`src/rtl/surf_train_pkg.sv`:
```
// Shared types and sizing for the SURF link-training sequencer.
package surf_train_pkg;

  localparam int unsigned NUM_SURF_DEF = 7;
  localparam int unsigned IDX_W        = 3;

  typedef enum logic [1:0] {
    ST_IDLE   = 2'd0,
    ST_REQ    = 2'd1,
    ST_UPDATE = 2'd2
  } seq_state_e;

endpackage

```
`src/rtl/surf_rr_pick.sv`:
```
// Combinational round-robin picker: first set request after the last-served index.
module surf_rr_pick
  import surf_train_pkg::*;
#(
  parameter int unsigned N = NUM_SURF_DEF
) (
  input  logic [N-1:0]     req,
  input  logic [IDX_W-1:0] last,
  output logic [IDX_W-1:0] winner_c,
  output logic             valid_c
);

  logic [2*N-1:0] dbl;
  logic [N-1:0]   rot;

  // Rotate so bit 0 is (last + 1); the lowest set bit is the winner.
  always_comb begin
    dbl      = {req, req};
    rot      = N'(dbl >> (int'(last) + 1));
    winner_c = '0;
    valid_c  = 1'b0;
    for (int k = int'(N) - 1; k >= 0; k--) begin
      if (rot[k]) begin
        valid_c  = 1'b1;
        winner_c = IDX_W'((int'(last) + 1 + k) % int'(N));
      end
    end
  end

endmodule

```
`src/rtl/surf_train_sequencer.sv`:
```
// Round-robin link-training scheduler sharing one alignment engine among the SURFs.
// Optional aligner watchdog is built when SURF_TRAIN_SEQ_TIMEOUT_EN is defined.
module surf_train_sequencer
  import surf_train_pkg::*;
#(
  parameter int unsigned NUM_SURF       = NUM_SURF_DEF,
  parameter int unsigned MAX_RETRY      = 3,
  parameter int unsigned TIMEOUT_CYCLES = 65535
) (
  input  logic                wb_clk_i,
  input  logic                wb_rst_n_i,
  input  logic [NUM_SURF-1:0] enable_i,
  input  logic [NUM_SURF-1:0] surf_live_i,
  input  logic [NUM_SURF-1:0] trainout_rdy_i,
  input  logic [NUM_SURF-1:0] clear_i,
  output logic                align_req_o,
  output logic [IDX_W-1:0]    align_surf_o,
  input  logic                align_ack_i,
  input  logic                align_ok_i,
  output logic [NUM_SURF-1:0] train_complete_o,
  output logic [NUM_SURF-1:0] train_failed_o,
  output logic                busy_o
);

  localparam int unsigned RW = $clog2(MAX_RETRY + 1);

  if (NUM_SURF < 1 || NUM_SURF > (1 << IDX_W) || MAX_RETRY < 1 || MAX_RETRY > 15 ||
      TIMEOUT_CYCLES < 1 || TIMEOUT_CYCLES > 65535) begin : g_bad_cfg
    $error("surf_train_sequencer: parameter out of range");
  end

  seq_state_e          state_q;
  logic [IDX_W-1:0]    idx_q;
  logic [IDX_W-1:0]    last_q;
  logic                req_q;
  logic                busy_q;
  logic                ok_q;
  logic                abandon_q;
  logic [NUM_SURF-1:0] complete_q;
  logic [NUM_SURF-1:0] failed_q;
  logic [RW-1:0]       retry_q [NUM_SURF];

  logic [NUM_SURF-1:0] elig_c;
  logic [NUM_SURF-1:0] inval_c;
  logic [IDX_W-1:0]    win_c;
  logic                win_vld_c;
  logic                drop_c;
  logic                timeout_c;

  assign inval_c = ~surf_live_i | clear_i;
  assign elig_c  = enable_i & surf_live_i & trainout_rdy_i & ~complete_q & ~failed_q;
  assign drop_c  = ~elig_c[idx_q] | inval_c[idx_q];

  surf_rr_pick #(
    .N (NUM_SURF)
  ) u_pick (
    .req      (elig_c),
    .last     (last_q),
    .winner_c (win_c),
    .valid_c  (win_vld_c)
  );

`ifdef SURF_TRAIN_SEQ_TIMEOUT_EN
  logic [15:0] wd_q;

  assign timeout_c = (wd_q == 16'(TIMEOUT_CYCLES - 1));

  // Watchdog counts cycles spent waiting in REQ.
  always_ff @(posedge wb_clk_i or negedge wb_rst_n_i) begin
    if (!wb_rst_n_i) begin
      wd_q <= '0;
    end else if (state_q == ST_REQ) begin
      wd_q <= wd_q + 16'd1;
    end else begin
      wd_q <= '0;
    end
  end
`else
  assign timeout_c = 1'b0;
`endif

  // Scheduler FSM; the engine is never aborted, a lost target only taints the result.
  always_ff @(posedge wb_clk_i or negedge wb_rst_n_i) begin
    if (!wb_rst_n_i) begin
      state_q   <= ST_IDLE;
      idx_q     <= '0;
      last_q    <= IDX_W'(NUM_SURF - 1);
      req_q     <= 1'b0;
      busy_q    <= 1'b0;
      ok_q      <= 1'b0;
      abandon_q <= 1'b0;
    end else begin
      case (state_q)
        ST_IDLE: begin
          if (win_vld_c) begin
            idx_q     <= win_c;
            req_q     <= 1'b1;
            busy_q    <= 1'b1;
            abandon_q <= 1'b0;
            state_q   <= ST_REQ;
          end
        end
        ST_REQ: begin
          abandon_q <= abandon_q | drop_c;
          if (align_ack_i) begin
            ok_q    <= align_ok_i;
            req_q   <= 1'b0;
            state_q <= ST_UPDATE;
          end else if (timeout_c) begin
            ok_q    <= 1'b0;
            req_q   <= 1'b0;
            state_q <= ST_UPDATE;
          end
        end
        ST_UPDATE: begin
          last_q  <= idx_q;
          busy_q  <= 1'b0;
          state_q <= ST_IDLE;
        end
        default: begin
          req_q   <= 1'b0;
          busy_q  <= 1'b0;
          state_q <= ST_IDLE;
        end
      endcase
    end
  end

  // Per-SURF result state; invalidation wins over a same-cycle update.
  always_ff @(posedge wb_clk_i or negedge wb_rst_n_i) begin
    if (!wb_rst_n_i) begin
      complete_q <= '0;
      failed_q   <= '0;
      for (int i = 0; i < int'(NUM_SURF); i++) begin
        retry_q[i] <= '0;
      end
    end else begin
      for (int i = 0; i < int'(NUM_SURF); i++) begin
        if (inval_c[i]) begin
          complete_q[i] <= 1'b0;
          failed_q[i]   <= 1'b0;
          retry_q[i]    <= '0;
        end else if (state_q == ST_UPDATE && !abandon_q && idx_q == IDX_W'(i)) begin
          if (ok_q) begin
            complete_q[i] <= 1'b1;
            retry_q[i]    <= '0;
          end else if (retry_q[i] >= RW'(MAX_RETRY - 1)) begin
            failed_q[i] <= 1'b1;
            retry_q[i]  <= RW'(MAX_RETRY);
          end else begin
            retry_q[i] <= retry_q[i] + RW'(1);
          end
        end
      end
    end
  end

  assign align_req_o      = req_q;
  assign align_surf_o     = idx_q;
  assign busy_o           = busy_q;
  assign train_complete_o = complete_q;
  assign train_failed_o   = failed_q;

endmodule

```
`config.mk`:
```
export PLATFORM = sky130hd
export DESIGN_NAME = surf_train_sequencer
export DESIGN_NICKNAME = d
export VERILOG_FILES = /design/src/rtl/surf_train_pkg.sv /design/src/rtl/surf_rr_pick.sv /design/src/rtl/surf_train_sequencer.sv
export SDC_FILE = /design/constraint.sdc
export NUM_CORES = 1
export LEC_CHECK = 0
export ABC_AREA = 1
export CORE_MARGIN = 2
export CORE_UTILIZATION = 55
export CTS_BUF_LIST = sky130_fd_sc_hd__clkbuf_8
export DETAILED_ROUTE_END_ITERATION = 10
export GPL_ROUTABILITY_DRIVEN = 0
export MAX_ROUTING_LAYER = met4
export PLACE_DENSITY = 0.79
export RECOVER_POWER = 100
export SYNTH_ARGS = -nofsm -noshare
export SYNTH_HDL_FRONTEND = slang
export SYNTH_SLANG_ARGS = --single-unit
```
`constraint.sdc`:
```
create_clock -name wb_clk_i -period 8.2 [get_ports wb_clk_i]
set_input_delay 0.82 -clock wb_clk_i [delete_from_list [all_inputs] [get_ports wb_clk_i]]
set_output_delay 0.82 -clock wb_clk_i [all_outputs]
set_load 0.02 [all_outputs]
```
==> run metrics <==
Critical Path AT=5.92 ns; worst skew pair latency=0.30 ns; crit end category=flop; Netlist cell types=51; EDFF count, synth=0; starting density of the core=0.5628; share of layout cells above drive strength 1=0.08782; minimum clock period=5.673 ns; routed len/inst=13.36 um; sequential power share=0.135; Setup Viol. Count Final=0; element type at the critical path start=flop; Placeable Area=0.007647 mm^2; Clk pwr share=0.078; Max stage delay cell, worst path=clkbuf_1; initial antenna violation count=0; asr flop ratio synth=1.000; syn nets=721; Power Internal=0.9253 mW; Slew HR=-0.4019; sequential area share after synthesis=0.2331; predominant post-synthesis flop cell=dfrtp_1; max-slew violation count=74; Yosys top cell by area=dfrtp_1; number of synthesized register bits=40; WP data required=8.44 ns; pwr/cell area=439.9 mW/mm^2; Global Route Usage Sum=0.2721; Setup CP Type=flop to flop; site row count=32; CP bufs+invs=8; Max-Cap Viols=2; status=finished with violations; Post-synth top cells=nand2_1, inv_1, nand3_1, nor2_1, dfrtp_1; top-count cell post-synth=nand2_1; Final nets=768; Sw Share=0.5758; Syn Std Cell Area=0.004304 mm^2; hpwl dp=8.547 mm; switching pwr=1.256 mW; Most common cell on crit path=nand2_1; Worst Skew=0.01030 ns; Post CTS Setup Buffer Count=0; Pleak=2.492 nW; CTS tree=done; Port Buffers=50; total grt overflow=0; worst-margin pin slew=2.103 ns; post_cts resized=0; CP Max Fanout=32; overall power=2.181 mW; Clock Sinks=40; DR iter-0 viols=188; First-pass DRT Iterations=5; total CTS buffers=5; largest net degree at the start of global routing=41; Antenna Nets Post-Route=0; Final Hold Viols=0; part of the cycle the worst path needs=0.6918; Routed WL=10.79 mm; Die Height=92.46 um; die area=0.008549 mm^2; CTS H-tree depth=2; Yosys top cell area share=0.2209; via count of the first global-routing pass=4205; Clk pin slew, worst setup/hold paths=0.09 ns; top post-synthesis cells by area=dfrtp_1, nand2_1, ha_1; max frequency=0.1763 GHz; delay-heaviest family, CP=buffers and inverters; CTS Hold Bufs=0; DRC=0; RSZ-0062 raised after global routing=no; area added between synthesis and finish=15.20%; Yosys warning count=0; Largest stage delay, worst path=1.20 ns; Hold Crit Class=flop to flop; Mean Syn Cell Area=6.541 um^2; Vias/cell=5.457; setup TNS=0 ns; maximum VDD drop=0.0001486 V; violated checks=max-capacitance violations, max-slew violations; # IOs=51; Clock Tree Buf Depth=2; antenna cells=0; Root Buffer=clkbuf_8; die extent in x=92.46 um; Combinational Power Share=0.787; Cells after Synth=658; DR vias=4409; first-pass GRT wire length=18.56 mm
## metal layers
metal,part of all wire,vias to the layer above,routed length [um],track usage
li1,-,2249,-,-
met1,0.45,2021,4898,0.3387
met2,0.49,122,5261,0.4696
met3,0.041,17,438,0.03092
met4,0.018,0,192,0.07587
met5,0,-,0,-
## power groups by stage
stage | Clock (mW) | Sequential [mW] | Combinational (mW)
6_report | 0.170 | 0.295 | 1.72
5_1_grt | 0.180 | 0.304 | 1.95
4_1_cts | 0.171 | 0.296 | 1.71
3_5_place_dp | 0 | 0.299 | 1.71
3_3_place_gp | 0 | 0.299 | 1.66
2_1_floorplan | 0 | 0.282 | 1.37
## state kept, by name, indices dropped and copies added, names as in the netlist
register	flops
train_failed_o	7
align_req_o	1
train_complete_o	7
busy_o	1
abandon_q	1
state_q	2
retry_q	14
last_q	3
ok_q	1
align_surf_o	3
## stage by stage
| stage | util | hold WS (ns) | cell area (um^2) | std cells | setup slack [ns] |
|---|---|---|---|---|---|
| after detailed placement | 0.6360 | 0.4845 | 4863 | 800 | 3.869 |
| final | 0.6484 | 0.4994 | 4959 | 808 | 2.527 |
| after floorplan | - | 0.4575 | 4304 | 658 | 4.151 |
| after global routing | 0.6484 | 0.5265 | 4959 | 808 | 1.922 |
| after CTS | 0.6510 | 0.5077 | 4979 | 808 | 3.851 |
| after global placement | 0.6360 | 0.4721 | 4863 | 800 | 4.006 |
## worst register-to-register path: cells and delay by family (launching register included)
family | cells | cell delay, ns
xor+xnor | 1 | 0.19
compound gates | 2 | 0.26
simple gates | 13 | 1.26
fa+ha+maj | 4 | 1.37
buf+inv | 8 | 2.18
flops | 1 | 0.33
## path summary, 6_finish.rpt
kind,start,depth (start not counted),endpoint,slack [ns]
max,last_q[0]$_DFFE_PN0N_,28,align_surf_o[1]$_DFFE_PN0P_,2.53
min,busy_o$_DFFE_PN0P_,2,busy_o$_DFFE_PN0P_,0.50
max reg2reg,last_q[0]$_DFFE_PN0N_,28,align_surf_o[1]$_DFFE_PN0P_,2.53
min reg2reg,busy_o$_DFFE_PN0P_,2,busy_o$_DFFE_PN0P_,0.50
max in group asynchronous,wb_rst_n_i,1,retry_q[5]$_DFFE_PN0P_,5.88
min in group asynchronous,wb_rst_n_i,1,state_q[0]$_DFFE_PN0P_,1.11
## final cells by class
cell class / count / area [um^2]
well taps: 102 / 127.6
clock buffers: 5 / 68.82
multi-input cells: 508 / 2838
clock inverters: 3 / 46.29
repair buffers: 51 / 498.0
inverters: 99 / 376.6
fillers: 692 / 2689
flip-flops and latches: 40 / 1003
## cells by family after synthesis
kind of cell               after synthesis  share of synthesized area
DFF                                     40                     0.2331
buffers and inverters                  110                     0.1041
adders and majority gates               31                    0.09186
AOI/OAI and AO/OA                      108                     0.1512
xor gates and xnor gates                14                    0.02849
muxes                                    4                    0.01017
and+or+nand+nor                        351                     0.3811
## placed cells by master, fill, tap and decap left out, types with 3 or more instances in the layout
cell type	count
nand2_1	156
inv_1	91
nor2_1	67
nand3_1	65
dfrtp_1	38
o21ai_0	34
ha_1	30
a21oi_1	28
clkdlybuf4s50_1	25
dlygate4sd3_1	24
nand2_2	14
xor2_1	14
nand4_1	12
o21ai_1	11
nor3_1	9
nand3_2	7
inv_2	5
nor2_2	5
a31oi_1	5
clkbuf_8	5
nand2_4	4
o21ai_2	4
o21bai_1	4
a21oi_2	3
o31ai_1	3
and2_1	3
o2111ai_1	3
o22ai_1	3
mux2_2	3
No activity file was read; power rests on OpenSTA's default activity.
